**config.mk**
```make
export PLATFORM = sky130hd
export DESIGN_NAME = dm_arbiter_flat
export DESIGN_NICKNAME = d
export VERILOG_FILES = /design/src/rtl/dm_arb_pkg.sv /design/src/rtl/dm_arbiter_if.sv /design/src/rtl/dm_arbiter_rr_pick2.sv /design/src/rtl/dm_arbiter.sv /design/src/flat_wrapper.sv
export SDC_FILE = /design/constraint.sdc
export NUM_CORES = 1
export LEC_CHECK = 0
export CAP_MARGIN = 15
export CORE_AREA = 2 2 153 155
export CTS_BUF_LIST = sky130_fd_sc_hd__clkbuf_16
export DETAILED_ROUTE_END_ITERATION = 10
export DIE_AREA = 0 0 155 157
export HOLD_SLACK_MARGIN = 0.08
export PLACE_DENSITY = 0.67
export SLEW_MARGIN = 10
export SYNTH_ARGS = -nofsm -noshare
export SYNTH_HDL_FRONTEND = slang
export SYNTH_SLANG_ARGS = --single-unit
```
**constraint.sdc**
```tcl
create_clock -name clk -period 7.8 [get_ports clk]
set_clock_uncertainty 0.05 [all_clocks]
set_input_delay 1.95 -clock clk [delete_from_list [all_inputs] [get_ports clk]]
set_output_delay 1.95 -clock clk [all_outputs]
set_load 0.01 [all_outputs]
```
**src/rtl/dm_arb_pkg.sv**
```systemverilog
// Shared constants for the data-memory arbiter: state encodings, default widths, requester indices.
package dm_arb_pkg;
    localparam int DATA_W_DEF = 32;
    localparam int ADDR_W_DEF = 32;
    localparam int PC_W       = 32;

    localparam logic [1:0] S_IDLE = 2'd0;
    localparam logic [1:0] S_ACC0 = 2'd1;
    localparam logic [1:0] S_ACC1 = 2'd2;

    localparam logic M0 = 1'b0;
    localparam logic M1 = 1'b1;
endpackage

```
**src/rtl/dm_arbiter_if.sv**
```systemverilog
// Requester (M0 pipeline, M1 debug/DMA) and data-memory signals of the arbiter.
// master = requesters plus DM side, slave = the arbiter itself.
interface dm_arbiter_if
    import dm_arb_pkg::*;
#(
    parameter int DATA_W = DATA_W_DEF,
    parameter int ADDR_W = ADDR_W_DEF
);
    logic              m0_req, m0_we, m0_gnt, m0_rvalid, m0_err;
    logic [ADDR_W-1:0] m0_addr;
    logic [DATA_W-1:0] m0_wdata, m0_rdata;
    logic [PC_W-1:0]   m0_pc;

    logic              m1_req, m1_we, m1_gnt, m1_rvalid, m1_err;
    logic [ADDR_W-1:0] m1_addr;
    logic [DATA_W-1:0] m1_wdata, m1_rdata;
    logic [PC_W-1:0]   m1_pc;

    logic [ADDR_W-1:0] dm_add;
    logic [DATA_W-1:0] dm_wd, dm_rd;
    logic [PC_W-1:0]   dm_pc;
    logic              dm_we, dm_re;

    modport master (
        output m0_req, m0_we, m0_addr, m0_wdata, m0_pc,
        output m1_req, m1_we, m1_addr, m1_wdata, m1_pc,
        input  m0_gnt, m0_rvalid, m0_rdata, m0_err,
        input  m1_gnt, m1_rvalid, m1_rdata, m1_err,
        input  dm_add, dm_wd, dm_pc, dm_we, dm_re,
        output dm_rd
    );

    modport slave (
        input  m0_req, m0_we, m0_addr, m0_wdata, m0_pc,
        input  m1_req, m1_we, m1_addr, m1_wdata, m1_pc,
        output m0_gnt, m0_rvalid, m0_rdata, m0_err,
        output m1_gnt, m1_rvalid, m1_rdata, m1_err,
        output dm_add, dm_wd, dm_pc, dm_we, dm_re,
        input  dm_rd
    );
endinterface

```
**src/rtl/dm_arbiter_rr_pick2.sv**
```systemverilog
// Combinational two-way pick: lone requester wins; a tie goes to the one not last served,
// or always to M0 when fixed priority is selected.
module rr_pick2
    import dm_arb_pkg::*;
(
    input  logic [1:0] i_req,
    input  logic       i_last,
    input  logic       i_fixed,
    output logic       o_winner,
    output logic       o_any
);
    always_comb begin
        o_any    = |i_req;
        o_winner = M0;
        if (i_req == 2'b10)
            o_winner = M1;
        else if (i_req == 2'b11 && !i_fixed)
            o_winner = ~i_last;
    end
endmodule

```
**src/rtl/dm_arbiter.sv**
```systemverilog
// Arbitrates M0/M1 onto the single-port DM: grant one cycle after the sampled request, rvalid one after that.
// Optional DM_ARB_TRACE_EN prints each committed store.
module dm_arbiter
    import dm_arb_pkg::*;
#(
    parameter int DATA_W     = DATA_W_DEF,
    parameter int ADDR_W     = ADDR_W_DEF,
    parameter int FIXED_PRIO = 0
) (
    input  logic         clk,
    input  logic         reset,
    dm_arbiter_if.slave  bus
);
    logic [1:0]        r_state;
    logic              r_last;
    logic              r_we;
    logic [ADDR_W-1:0] r_addr;
    logic [DATA_W-1:0] r_wdata;
    logic [PC_W-1:0]   r_pc;
    logic              r_rvalid0, r_rvalid1, r_err0, r_err1;
    logic [DATA_W-1:0] r_rdata0, r_rdata1;

    logic w_win, w_any, w_acc0, w_acc1, w_aligned, w_dm_we, w_dm_re;

    rr_pick2 u_pick (
        .i_req    ({bus.m1_req, bus.m0_req}),
        .i_last   (r_last),
        .i_fixed  (FIXED_PRIO != 0),
        .o_winner (w_win),
        .o_any    (w_any)
    );

    assign w_acc0    = (r_state == S_ACC0);
    assign w_acc1    = (r_state == S_ACC1);
    assign w_aligned = (r_addr[1:0] == 2'b00);
    // Enables decode from the async-reset state so a reset mid-access kills the write immediately.
    assign w_dm_we   = (w_acc0 | w_acc1) & r_we & w_aligned;
    assign w_dm_re   = (w_acc0 | w_acc1) & ~r_we & w_aligned;

    // Every edge samples requests, so a grant cycle can overlap the next arbitration.
    always_ff @(posedge clk or posedge reset) begin
        if (reset) begin
            r_state <= S_IDLE;
            r_last  <= M1;
            r_we    <= 1'b0;
            r_addr  <= '0;
            r_wdata <= '0;
            r_pc    <= '0;
        end else if (w_any) begin
            r_state <= (w_win == M1) ? S_ACC1 : S_ACC0;
            r_last  <= w_win;
            r_we    <= (w_win == M1) ? bus.m1_we    : bus.m0_we;
            r_addr  <= (w_win == M1) ? bus.m1_addr  : bus.m0_addr;
            r_wdata <= (w_win == M1) ? bus.m1_wdata : bus.m0_wdata;
            r_pc    <= (w_win == M1) ? bus.m1_pc    : bus.m0_pc;
        end else begin
            r_state <= S_IDLE;
        end
    end

    always_ff @(posedge clk or posedge reset) begin
        if (reset) begin
            r_rvalid0 <= 1'b0;
            r_rvalid1 <= 1'b0;
            r_err0    <= 1'b0;
            r_err1    <= 1'b0;
            r_rdata0  <= '0;
            r_rdata1  <= '0;
        end else begin
            r_rvalid0 <= w_acc0;
            r_rvalid1 <= w_acc1;
            r_err0    <= w_acc0 & ~w_aligned;
            r_err1    <= w_acc1 & ~w_aligned;
            if (w_acc0 && w_dm_re)
                r_rdata0 <= bus.dm_rd;
            if (w_acc1 && w_dm_re)
                r_rdata1 <= bus.dm_rd;
        end
    end

    assign bus.m0_gnt    = w_acc0;
    assign bus.m1_gnt    = w_acc1;
    assign bus.m0_rvalid = r_rvalid0;
    assign bus.m1_rvalid = r_rvalid1;
    assign bus.m0_err    = r_err0;
    assign bus.m1_err    = r_err1;
    assign bus.m0_rdata  = r_rdata0;
    assign bus.m1_rdata  = r_rdata1;
    assign bus.dm_add    = r_addr;
    assign bus.dm_wd     = r_wdata;
    assign bus.dm_pc     = r_pc;
    assign bus.dm_we     = w_dm_we;
    assign bus.dm_re     = w_dm_re;

`ifdef DM_ARB_TRACE_EN
    always @(posedge clk) begin
        if (w_dm_we)
            $display("%d@%h: *%h <= %h", $time, r_pc, r_addr, r_wdata);
    end
`endif
endmodule

```
**src/flat_wrapper.sv**
```systemverilog
// flat-port wrapper written by rule: the top's interface ports become plain ports
module dm_arbiter_flat import dm_arb_pkg::*;
#(
    parameter int DATA_W     = DATA_W_DEF,
    parameter int ADDR_W     = ADDR_W_DEF,
    parameter int FIXED_PRIO = 0
)
  (clk, reset, bus_m0_req, bus_m0_we, bus_m0_addr, bus_m0_wdata, bus_m0_pc, bus_m1_req, bus_m1_we, bus_m1_addr, bus_m1_wdata, bus_m1_pc, bus_m0_gnt, bus_m0_rvalid, bus_m0_rdata, bus_m0_err, bus_m1_gnt, bus_m1_rvalid, bus_m1_rdata, bus_m1_err, bus_dm_add, bus_dm_wd, bus_dm_pc, bus_dm_we, bus_dm_re, bus_dm_rd);
  dm_arbiter_if #(.DATA_W(DATA_W), .ADDR_W(ADDR_W)) bus_i ();
  input  logic clk;
  input  logic reset;
  input wire logic [$bits(bus_i.m0_req)-1:0] bus_m0_req;
  input wire logic [$bits(bus_i.m0_we)-1:0] bus_m0_we;
  input wire logic [$bits(bus_i.m0_addr)-1:0] bus_m0_addr;
  input wire logic [$bits(bus_i.m0_wdata)-1:0] bus_m0_wdata;
  input wire logic [$bits(bus_i.m0_pc)-1:0] bus_m0_pc;
  input wire logic [$bits(bus_i.m1_req)-1:0] bus_m1_req;
  input wire logic [$bits(bus_i.m1_we)-1:0] bus_m1_we;
  input wire logic [$bits(bus_i.m1_addr)-1:0] bus_m1_addr;
  input wire logic [$bits(bus_i.m1_wdata)-1:0] bus_m1_wdata;
  input wire logic [$bits(bus_i.m1_pc)-1:0] bus_m1_pc;
  output wire logic [$bits(bus_i.m0_gnt)-1:0] bus_m0_gnt;
  output wire logic [$bits(bus_i.m0_rvalid)-1:0] bus_m0_rvalid;
  output wire logic [$bits(bus_i.m0_rdata)-1:0] bus_m0_rdata;
  output wire logic [$bits(bus_i.m0_err)-1:0] bus_m0_err;
  output wire logic [$bits(bus_i.m1_gnt)-1:0] bus_m1_gnt;
  output wire logic [$bits(bus_i.m1_rvalid)-1:0] bus_m1_rvalid;
  output wire logic [$bits(bus_i.m1_rdata)-1:0] bus_m1_rdata;
  output wire logic [$bits(bus_i.m1_err)-1:0] bus_m1_err;
  output wire logic [$bits(bus_i.dm_add)-1:0] bus_dm_add;
  output wire logic [$bits(bus_i.dm_wd)-1:0] bus_dm_wd;
  output wire logic [$bits(bus_i.dm_pc)-1:0] bus_dm_pc;
  output wire logic [$bits(bus_i.dm_we)-1:0] bus_dm_we;
  output wire logic [$bits(bus_i.dm_re)-1:0] bus_dm_re;
  input wire logic [$bits(bus_i.dm_rd)-1:0] bus_dm_rd;
  assign bus_i.m0_req = bus_m0_req;
  assign bus_i.m0_we = bus_m0_we;
  assign bus_i.m0_addr = bus_m0_addr;
  assign bus_i.m0_wdata = bus_m0_wdata;
  assign bus_i.m0_pc = bus_m0_pc;
  assign bus_i.m1_req = bus_m1_req;
  assign bus_i.m1_we = bus_m1_we;
  assign bus_i.m1_addr = bus_m1_addr;
  assign bus_i.m1_wdata = bus_m1_wdata;
  assign bus_i.m1_pc = bus_m1_pc;
  assign bus_m0_gnt = bus_i.m0_gnt;
  assign bus_m0_rvalid = bus_i.m0_rvalid;
  assign bus_m0_rdata = bus_i.m0_rdata;
  assign bus_m0_err = bus_i.m0_err;
  assign bus_m1_gnt = bus_i.m1_gnt;
  assign bus_m1_rvalid = bus_i.m1_rvalid;
  assign bus_m1_rdata = bus_i.m1_rdata;
  assign bus_m1_err = bus_i.m1_err;
  assign bus_dm_add = bus_i.dm_add;
  assign bus_dm_wd = bus_i.dm_wd;
  assign bus_dm_pc = bus_i.dm_pc;
  assign bus_dm_we = bus_i.dm_we;
  assign bus_dm_re = bus_i.dm_re;
  assign bus_i.dm_rd = bus_dm_rd;
  dm_arbiter #(.DATA_W(DATA_W), .ADDR_W(ADDR_W), .FIXED_PRIO(FIXED_PRIO)) u_core (.clk(clk), .reset(reset), .bus(bus_i));
endmodule
```
Word level (Yosys, flattened, before mapping)
Index checks and enable logic that the tools add are counted.
{ "totals": {"reg_bits": 168, "input_bits": 230, "word_cells": 38} }
{ "classes": {"eq_ne": 4, "muxes": 8, "bitwise": 10, "n_reduce_logical": 4} }
{ "ops": {"columns": ["op", "n"], "rows": [
  ["$mux 32", 3],
  ["$and 1x1->1", 6],
  ["$eq 2x2->1 const B", 3],
  ["$mux 2", 2],
  ["$mux 1", 3],
  ["$not 1->1", 3],
  ["$eq 2x1->1 const B", 1],
  ["$logic_and 1x1->1", 2],
  ["$logic_not 2->1", 1],
  ["$reduce_or 2->1", 1],
  ["$or 1x1->1", 1]
]} }

Longest topological paths before layout
Gate-level depths: netlist of the first run.
{ "depth": {"word_depth": 5, "ltp_mapped": 6, "ltp_nobuf": 5} }

Modules after synthesis
From an unflattened synthesis of the first run, not the netlist that was laid out.
{ "unflattened": {"hier_cells": 580, "area_unflattened_um2": 7065.5} }
{ "modules_own_cells": {"columns": ["module", "instances", "cells_per_inst", "area_per_inst_um2", "seq_area_each_um2"], "rows": [
  ["dm_arbiter", 1, 577, 7048.0, 4205.3],
  ["rr_pick2", 1, 3, 17.5, 0.0]
]} }

Worst setup path before layout of the first run
Ideal clock, no wire load.
{ "synth_path": {"path_type": "register -> output", "start": "register u_core.r_state[0]", "end": "output port bus_dm_we", "arrival_time_ps": 1144, "required_time_ps": 5800, "slack_ps": 4656, "path_stages_with_launch": 4, "path_cell_list": "dfrtp_1 > inv_1 > ha_1 > nor4b_1"} }
{ "synth_between": {"elab_chain_cells": 4, "elab_cells_between_ends": 5, "cone_classes": "2 x eq/ne; 3 x bitwise"} }
{ "synth_rtl": {"columns": ["element", "line_no", "source"], "rows": [
  ["from (decl)", "dm_arbiter.sv:14", "logic [1:0] r_state;"],
  ["from (signal assigned)", "dm_arbiter.sv:50", "r_state <= (w_win == M1) ? S_ACC1 : S_ACC0;"],
  ["$eq 2x1->1 or $eq 2x2->1 (tied branches)", "dm_arbiter.sv:33, dm_arbiter.sv:34", null],
  ["$or 1x1->1 *", "dm_arbiter.sv:37", "assign w_dm_we = (w_acc0 | w_acc1) & r_we & w_aligned;"],
  ["$and 1x1->1 * (2 in series)", "dm_arbiter.sv:37", null],
  ["to (decl)", "flat_wrapper.sv:33", "output wire logic [$bits(bus_i.dm_we)-1:0] bus_dm_we;"]
]} }
Every way passes the cells marked *; elsewhere a longest branch is shown, timed or not.

Final worst setup path of the first run
{ "layout_path": {"start": "input port bus_m1_req", "end": "register u_core.r_wdata[24], in the netlist u_core.bus.dm_wd[24]"} }
{ "layout_between": {"elab_chain_cells": 4, "elab_cells_between_ends": 6, "cone_classes": "2 x eq/ne; 3 x mux; 1 x reduce/logical"} }
{ "layout_rtl": {"columns": ["element", "line_no", "source"], "rows": [
  ["from (decl)", "flat_wrapper.sv:17", "input wire logic [$bits(bus_i.m1_req)-1:0] bus_m1_req;"],
  ["$eq 2x2->1", "dm_arbiter_rr_pick2.sv:17", "else if (i_req == 2'b11 && !i_fixed)"],
  ["$mux 1", "dm_arbiter_rr_pick2.sv:17", null],
  ["$mux 1", "dm_arbiter_rr_pick2.sv:15", "if (i_req == 2'b10)"],
  ["$mux 32", "dm_arbiter.sv:54", "r_wdata <= (w_win == M1) ? bus.m1_wdata : bus.m0_wdata;"],
  ["to (signal assigned)", "dm_arbiter.sv:54", null],
  ["to (decl)", "dm_arbiter.sv:18", "logic [DATA_W-1:0] r_wdata;"]
]} }
Parallel ways exist; a longest one is shown, timed or not.
A chain may end at the register's enable or synchronous reset.

==> impl_results.md, run 1 <==
- Share of layout cells above drive strength 1: about an eighth
- Sequential Power Share: 38.8%
- Die width: ~160 um
- DR pass1 iterations: 4
- Cell variety after synth: 21
- GRT Residual Overflow: 0
- Relative slew slack: about 26%
- Most common cell after layout, fill and taps aside: clkdlybuf4s50_1
- Period utilization: 55.4%
- Setup Viol. Count Final: 0
- Endpoint type of the worst setup path: flip-flop
- Area leader, netlist: dfrtp_1
- Io pins: about 400
- Most frequent cells in the layout: clkdlybuf4s50_1 (397), dfrtp_1 (167), a21o_1 (97)
- Combinational share of power: a little over a third
- Cells after Synth: roughly 480
- DRC violations left: 0
- Post-CTS Hold Fix Bufs: 0
- Tot GR Track Use: 18.4%
- Layout net count: 1094
- Starting density of the core: between 30 and 40%
- Maximum capacitance violations: 0
- Via/cell ratio: ~4.8
- Fin Setup TNS: 0 ns
- First-pass GRT wire length: about 34 mm
- CP peak stage delay: just under 0.9 ns
- Clock network fraction of total power: approximately a quarter
- Routability cong.: about 0.78
- Initial DRC count: approximately 260
- Skew-Pair Late Insertion Delay: between 0.4 and 0.5 ns
- VDD IR-drop max: roughly 0.00011 V
- FF+latch count, synth: 168
- Reg-to-reg startpoint: u_core.r_last
- Core Util, Final: a little over half
- Top cell type's share of synthesized area: roughly 60%
- Post-Syn Area: 6990 um2
- Arr. time, crit path: between 4 and 5 ns
- Antenna violations before repair: 2
- H-tree depth: 4
- Setup repair bufs after CTS: 0
- Largest cells by area after synthesis: dfrtp_1 (60%), a22o_1 (12%), a21o_1 (10%), mux2_4 (9.2%), mux2_2 (3.4%)
- Kind of critical path: in2reg
- Hold/Removal Path Class: reg2reg
- # port buffers: around 400
- Power Dens Cells: approximately 270 nW/um2
- Reg2Reg Capture Point: u_core.bus.dm_wd[24]
- Core Area: 22500 um2
- # clock sinks: ~170
- Fmax achieved: 232 MHz
- FF+latch area: approximately 4200 um2
- Internal power: 2270 uW
- Hold Path Depth: 1
- Min-delay src: u_core.bus.m0_rdata[18]
- FP Rows: 55
- Root Buffer: clkbuf_16
- Switching part of the total power: about 28%
- Max Slew Vio Count: 0
- Unrepaired setup endpoints after global routing: false
- P_leak: 0.00553 uW
- CP max-delay cell: a21boi_4
- Detailed placer's ending HPWL: between 15 and 20 mm
- Worst-path fanout max: slightly below 60
- P&R area growth vs syn: 68.1%
- Slew @ Worst Pin: 1.11 ns
- R2r worst-path depth: 4
- Antenna Nets Post-Route: 0
- Fin crit period: 4.32 ns
- Switch Pwr: ~900 uW
- Layout fillers: approximately 2000
- CTS tree: done
- Reg clk slew, reported paths: approximately 0.070 ns
- Synth Net Count: 711
- Deepest clock path buffer count: 2
- FF-to-FF setup slack: 5.08 ns
- Final Non-Filler Cells: about 1200
- Yosys warnings: 0
- DR vias: 5582
- Post_cts resized: 0
- Pin count of the biggest net entering global routing: between 90 and 100
- Final Hold Viols: 0
- Total CTS buffers: 17
- Total Wirelength: ~23 mm
- Worst EP required: approximately 8 ns
- Crit-path cells: clkdlybuf4s50_1 > a21boi_4 > nor2_4 > buf_4 > a21o_1
- Synthesized area per cell: about 15 um2
- Hold Path End: u_core.bus.m0_rdata[18]
- Outcome: complete, no violations
- Die Ht: around 160 um
- Routed len/inst: ~20 um
- Sequential area share after synthesis: ~60%
- Area of the multi-input gates: 2600 um2
- Vias in the first global route: around 6000
- Worst setup SP type: input pin
- Placed cell count: roughly 1100
- Area of the die: 24300 um2
==> sequential cells by signal, indices dropped and copies added (netlist names) <==
signal / cells
u_core.bus.m0_err: 1
u_core.bus.dm_pc: 32
u_core.bus.m0_rvalid: 1
u_core.bus.m1_rdata: 32
u_core.bus.m1_err: 1
u_core.bus.dm_wd: 32
u_core.r_we: 1
u_core.bus.m1_rvalid: 1
u_core.r_state: 2
u_core.bus.m0_rdata: 32
u_core.bus.dm_add: 32
u_core.r_last: 1
==> power by group through the flow <==
stage	clock, uW	sequential (uW)	combinational [uW]
after floorplan	0	1340	348
after global placement	0	1230	1110
after detailed placement	0	1240	1120
after CTS	853	1230	1130
after global routing	891	1260	1170
final	827	1230	1110
==> cell usage after synthesis <==
cell	number
o21a_1	2
buf_2	11
a22o_1	96
a21oi_1	1
mux2_4	43
ha_1	2
nor2_2	1
buf_1	2
nand2_4	2
buf_6	6
inv_1	3
nor4b_1	1
clkbuf_1	18
dfstp_2	1
a21o_1	97
mux2_2	21
a22o_2	1
nor4_4	1
nor2_1	2
dfrtp_1	167
a21boi_1	1
==> layer usage <==
layer  global-route usage (%)  vias to the layer above  routed length (um)
met2                     31.9                      255               11700
met4                     6.92                        0                 534
met5                        0                        -                   0
met3                     6.03                       30                1780
li1                         -                     2554                   -
met1                     21.3                     2743                9150
==> how the worst max path moves through the flow <==
| stage | start | to | slack, ns |
|---|---|---|---|
| after floorplan | reset | u_core.bus.dm_add[0] | 1.25 |
| after global routing | bus_m0_req | u_core.bus.dm_wd[24] | 3.34 |
| after CTS | bus_m0_req | u_core.bus.dm_wd[24] | 3.49 |
| after global placement | bus_m0_req | u_core.bus.dm_wd[22] | 3.07 |
| final | bus_m1_req | u_core.bus.dm_wd[24] | 3.48 |
| after detailed placement | bus_m0_req | u_core.bus.dm_wd[24] | 3.04 |
==> final cells by class <==
| class | instances | share of cell area, % |
|---|---|---|
| multi-input cells | 271 | 22.1 |
| repair buffers | 401 | 34.0 |
| well taps | 285 | 3.03 |
| flip-flops and latches | 168 | 35.8 |
| inverters | 3 | 0.138 |
| diodes | 2 | 0.0426 |
| clock inverters | 15 | 1.21 |
| clock buffers | 17 | 3.62 |
==> kinds of logic after synthesis <==
family	after synthesis	share of synthesized area (%)
AND/OR/NAND/NOR	7	0.948
flip-flops	168	60.1
multiplexers	64	12.6
adder cells (fa/ha/maj)	2	0.358
AO/OA/AOI/OAI	198	23.0
buffers and inverters	40	2.99
==> metrics by stage <==
stage	setup WS [ns]	area [um2]	hold WS, ns	power [uW]
floorplan	1.25	6990	0.424	1680
global route	3.34	11800	0.469	3320
CTS	3.49	11800	0.457	3210
finish	3.48	11800	0.457	3170
global placement	3.07	11200	0.435	2340
detailed placement	3.04	11200	0.441	2360
==> critical path: cells and delay by family <==
| family | cells | cell delay, ns |
|---|---|---|
| AOI/OAI and AO/OA | 2 | 1.16 |
| buffers and inverters | 2 | 1.01 |
| and+or+nand+nor | 1 | 0.40 |
No activity file was read; power rests on OpenSTA's default activity.
==> run 2: changes to the inputs <==
--- a/config.mk
+++ b/config.mk
@@ -11,7 +11,7 @@
 export DETAILED_ROUTE_END_ITERATION = 10
 export DIE_AREA = 0 0 155 157
 export HOLD_SLACK_MARGIN = 0.08
-export PLACE_DENSITY = 0.67
+export PLACE_DENSITY = 0.7
 export SLEW_MARGIN = 10
 export SYNTH_ARGS = -nofsm -noshare
 export SYNTH_HDL_FRONTEND = slang
==> constraint.sdc (replaced) <==
create_clock -name clk -period 3.9 [get_ports clk]
set_clock_uncertainty 0.05 [all_clocks]
set_input_delay 0.975 -clock clk [delete_from_list [all_inputs] [get_ports clk]]
set_output_delay 0.975 -clock clk [all_outputs]
set_load 0.01 [all_outputs]
==> impl_results.md, run 2 (synthesis results as in run 1) <==
- Delay-heaviest family, CP: buffers and inverters
- DP Worst Slack: between 0.9 and 1 ns
- Worst-path fanout max: 3
- Via/cell ratio: 4.88
- Initial DRC count: 250
- Core Area: roughly 23000 um2
- Endpoint type of the worst setup path: output pin
- Fin Setup TNS: 0 ns
- Slew @ Worst Pin: ~0.66 ns
- Reg-to-reg startpoint: u_core.r_state[0]
- Max Slew Vio Count: 0
- WP buf/inv: 2
- Io pins: approximately 400
- P&R area growth vs syn: 69.2%
- CP peak stage delay: around 0.63 ns
- DRC violations left: 0
- Reg2Reg Capture Point: u_core.bus.m1_rdata[18]
- Area of the die: approximately 24000 um2
- FF+latch area: between 4000 and 5000 um2
- Setup Viol. Count Final: 0
- Detailed placer's ending HPWL: 16.6 mm
- R2r worst-path depth: 5
- Worst setup SP type: flip-flop
- # clock sinks: approximately 170
- GRT Residual Overflow: 0
- DR vias: approximately 5700
- Pin count of the biggest net entering global routing: 98
- Antenna Nets Post-Route: 0
- Total Wirelength: 22.9 mm
- Tot GR Track Use: between 10% and 20%
- DR pass1 iterations: 4
- Power Dens Cells: around 530 nW/um2
- Final Hold Viols: 0
- Critical Path Start: u_core.r_state[0]
- P_leak: roughly 0.0056 uW
- Die Ht: roughly 160 um
- Antenna violations before repair: 0
- Design Area, Final: 11800 um2
- Final Non-Filler Cells: around 1200
- Most frequent cells in the layout: clkdlybuf4s50_1 (397), dfrtp_1 (167), a21o_1 (97)
- Worst EP required: roughly 2.9 ns
- Total CTS buffers: 17
- Skew-Pair Late Insertion Delay: 0.41 ns
- Root Buffer: clkbuf_16
- CP endpoint: bus_dm_re
- Cell Area, Placed: 11300 um2
- Hold/Removal Path Class: reg2reg
- Relative slew slack: 55.9%
- VDD IR-drop max: roughly 0.00028 V
- CP max-delay cell: clkdlybuf4s50_1
- Deepest clock path buffer count: 2
- Maximum capacitance violations: 0
- Unrepaired setup endpoints after global routing: false
- Layout fillers: just under 2000
- Fin crit period: about 3.2 ns
- H-tree depth: 4
- First-pass GRT wire length: 34.6 mm
- Arr. time, crit path: 2.17 ns
- Most common cell after layout, fill and taps aside: clkdlybuf4s50_1
- Routability cong.: 0.782
- Post-CTS Hold Fix Bufs: 0
- Starting density of the core: 31.1%
- Number of diodes: 0
- Area of the multi-input gates: around 2600 um2
- Reg clk slew, reported paths: 0.07 ns
- CTS tree: done
- FF-to-FF setup slack: 1.69 ns
- Outcome: complete, no violations
- FP Rows: 55
- Kind of critical path: reg2out
- Fmax achieved: around 310 MHz
- Share of layout cells above drive strength 1: about an eighth
- Period utilization: 82.0%
- Setup repair bufs after CTS: 0
- Worst path depth: 4
- Layout net count: between 1000 and 1500
- Post_cts resized: 0
- PnR worst setup slack: 0.704 ns
- Placed cell count: approximately 1100
- Vias in the first global route: ~6000
- Die width: 155 um
- Routed len/inst: 19.6 um
- Crit-path cells: inv_1 > ha_1 > nor4_4 > clkdlybuf4s50_1
- # port buffers: 397
-- run 2: changes by cell type in the layout (fill, tap and decap cells not counted), sizes merged --
cell / delta
clkinvlp: +3
bufinv: -1
buf: +6
inv: +1
diode: -2
clkinv: -3
-- run 2: worst min path at each step --
stage / from / end / slack [ns] / cells after the start
6_report: u_core.bus.m1_rdata[31] / u_core.bus.m1_rdata[31] / 0.46 / 1
5_1_grt: u_core.bus.m0_rdata[11] / u_core.bus.m0_rdata[11] / 0.47 / 1
4_1_cts: u_core.bus.m1_rdata[31] / u_core.bus.m1_rdata[31] / 0.46 / 1
3_5_place_dp: u_core.bus.m1_rdata[31] / u_core.bus.m1_rdata[31] / 0.44 / 1
3_3_place_gp: u_core.bus.m0_rdata[22] / u_core.bus.m0_rdata[22] / 0.44 / 1
2_1_floorplan: u_core.r_last / u_core.r_last / 0.42 / 2
-- run 2: report_power, final --
group	total, uW	switching (uW)	internal (uW)
Combinational	2220	763	1460
Sequential	2460	263	2200
Clock	1650	802	847
Total	6330	1830	4500
-- run 2: layout make-up --
| class | instances | share of cell area [%] |
|---|---|---|
| sequential | 168 | 35.5 |
| timing repair buffer | 407 | 34.6 |
| multi-input combinational | 271 | 22.0 |
| clock buffer | 17 | 3.59 |
| tap | 285 | 3.01 |
| clock inverter | 15 | 1.12 |
| inverter | 3 | 0.127 |
-- run 2: layer usage --
metal	global-route usage, %	routed length, um	vias up	part of all wire [%]
met5	0	0	-	0
met4	4.32	294	0	1.3
met3	7.10	1940	21	8.5
met2	31.9	11400	258	50
met1	21.1	9220	2840	40
li1	-	-	2572	-
-- run 2: per-stage QoR --
step	hold WS, ns	utilization [%]	total power (uW)
after floorplan	0.424	-	3370
after global placement	0.435	50.1	4680
after detailed placement	0.441	50.1	4730
after CTS	0.457	52.6	6400
after global routing	0.470	52.6	6630
final	0.457	52.6	6330
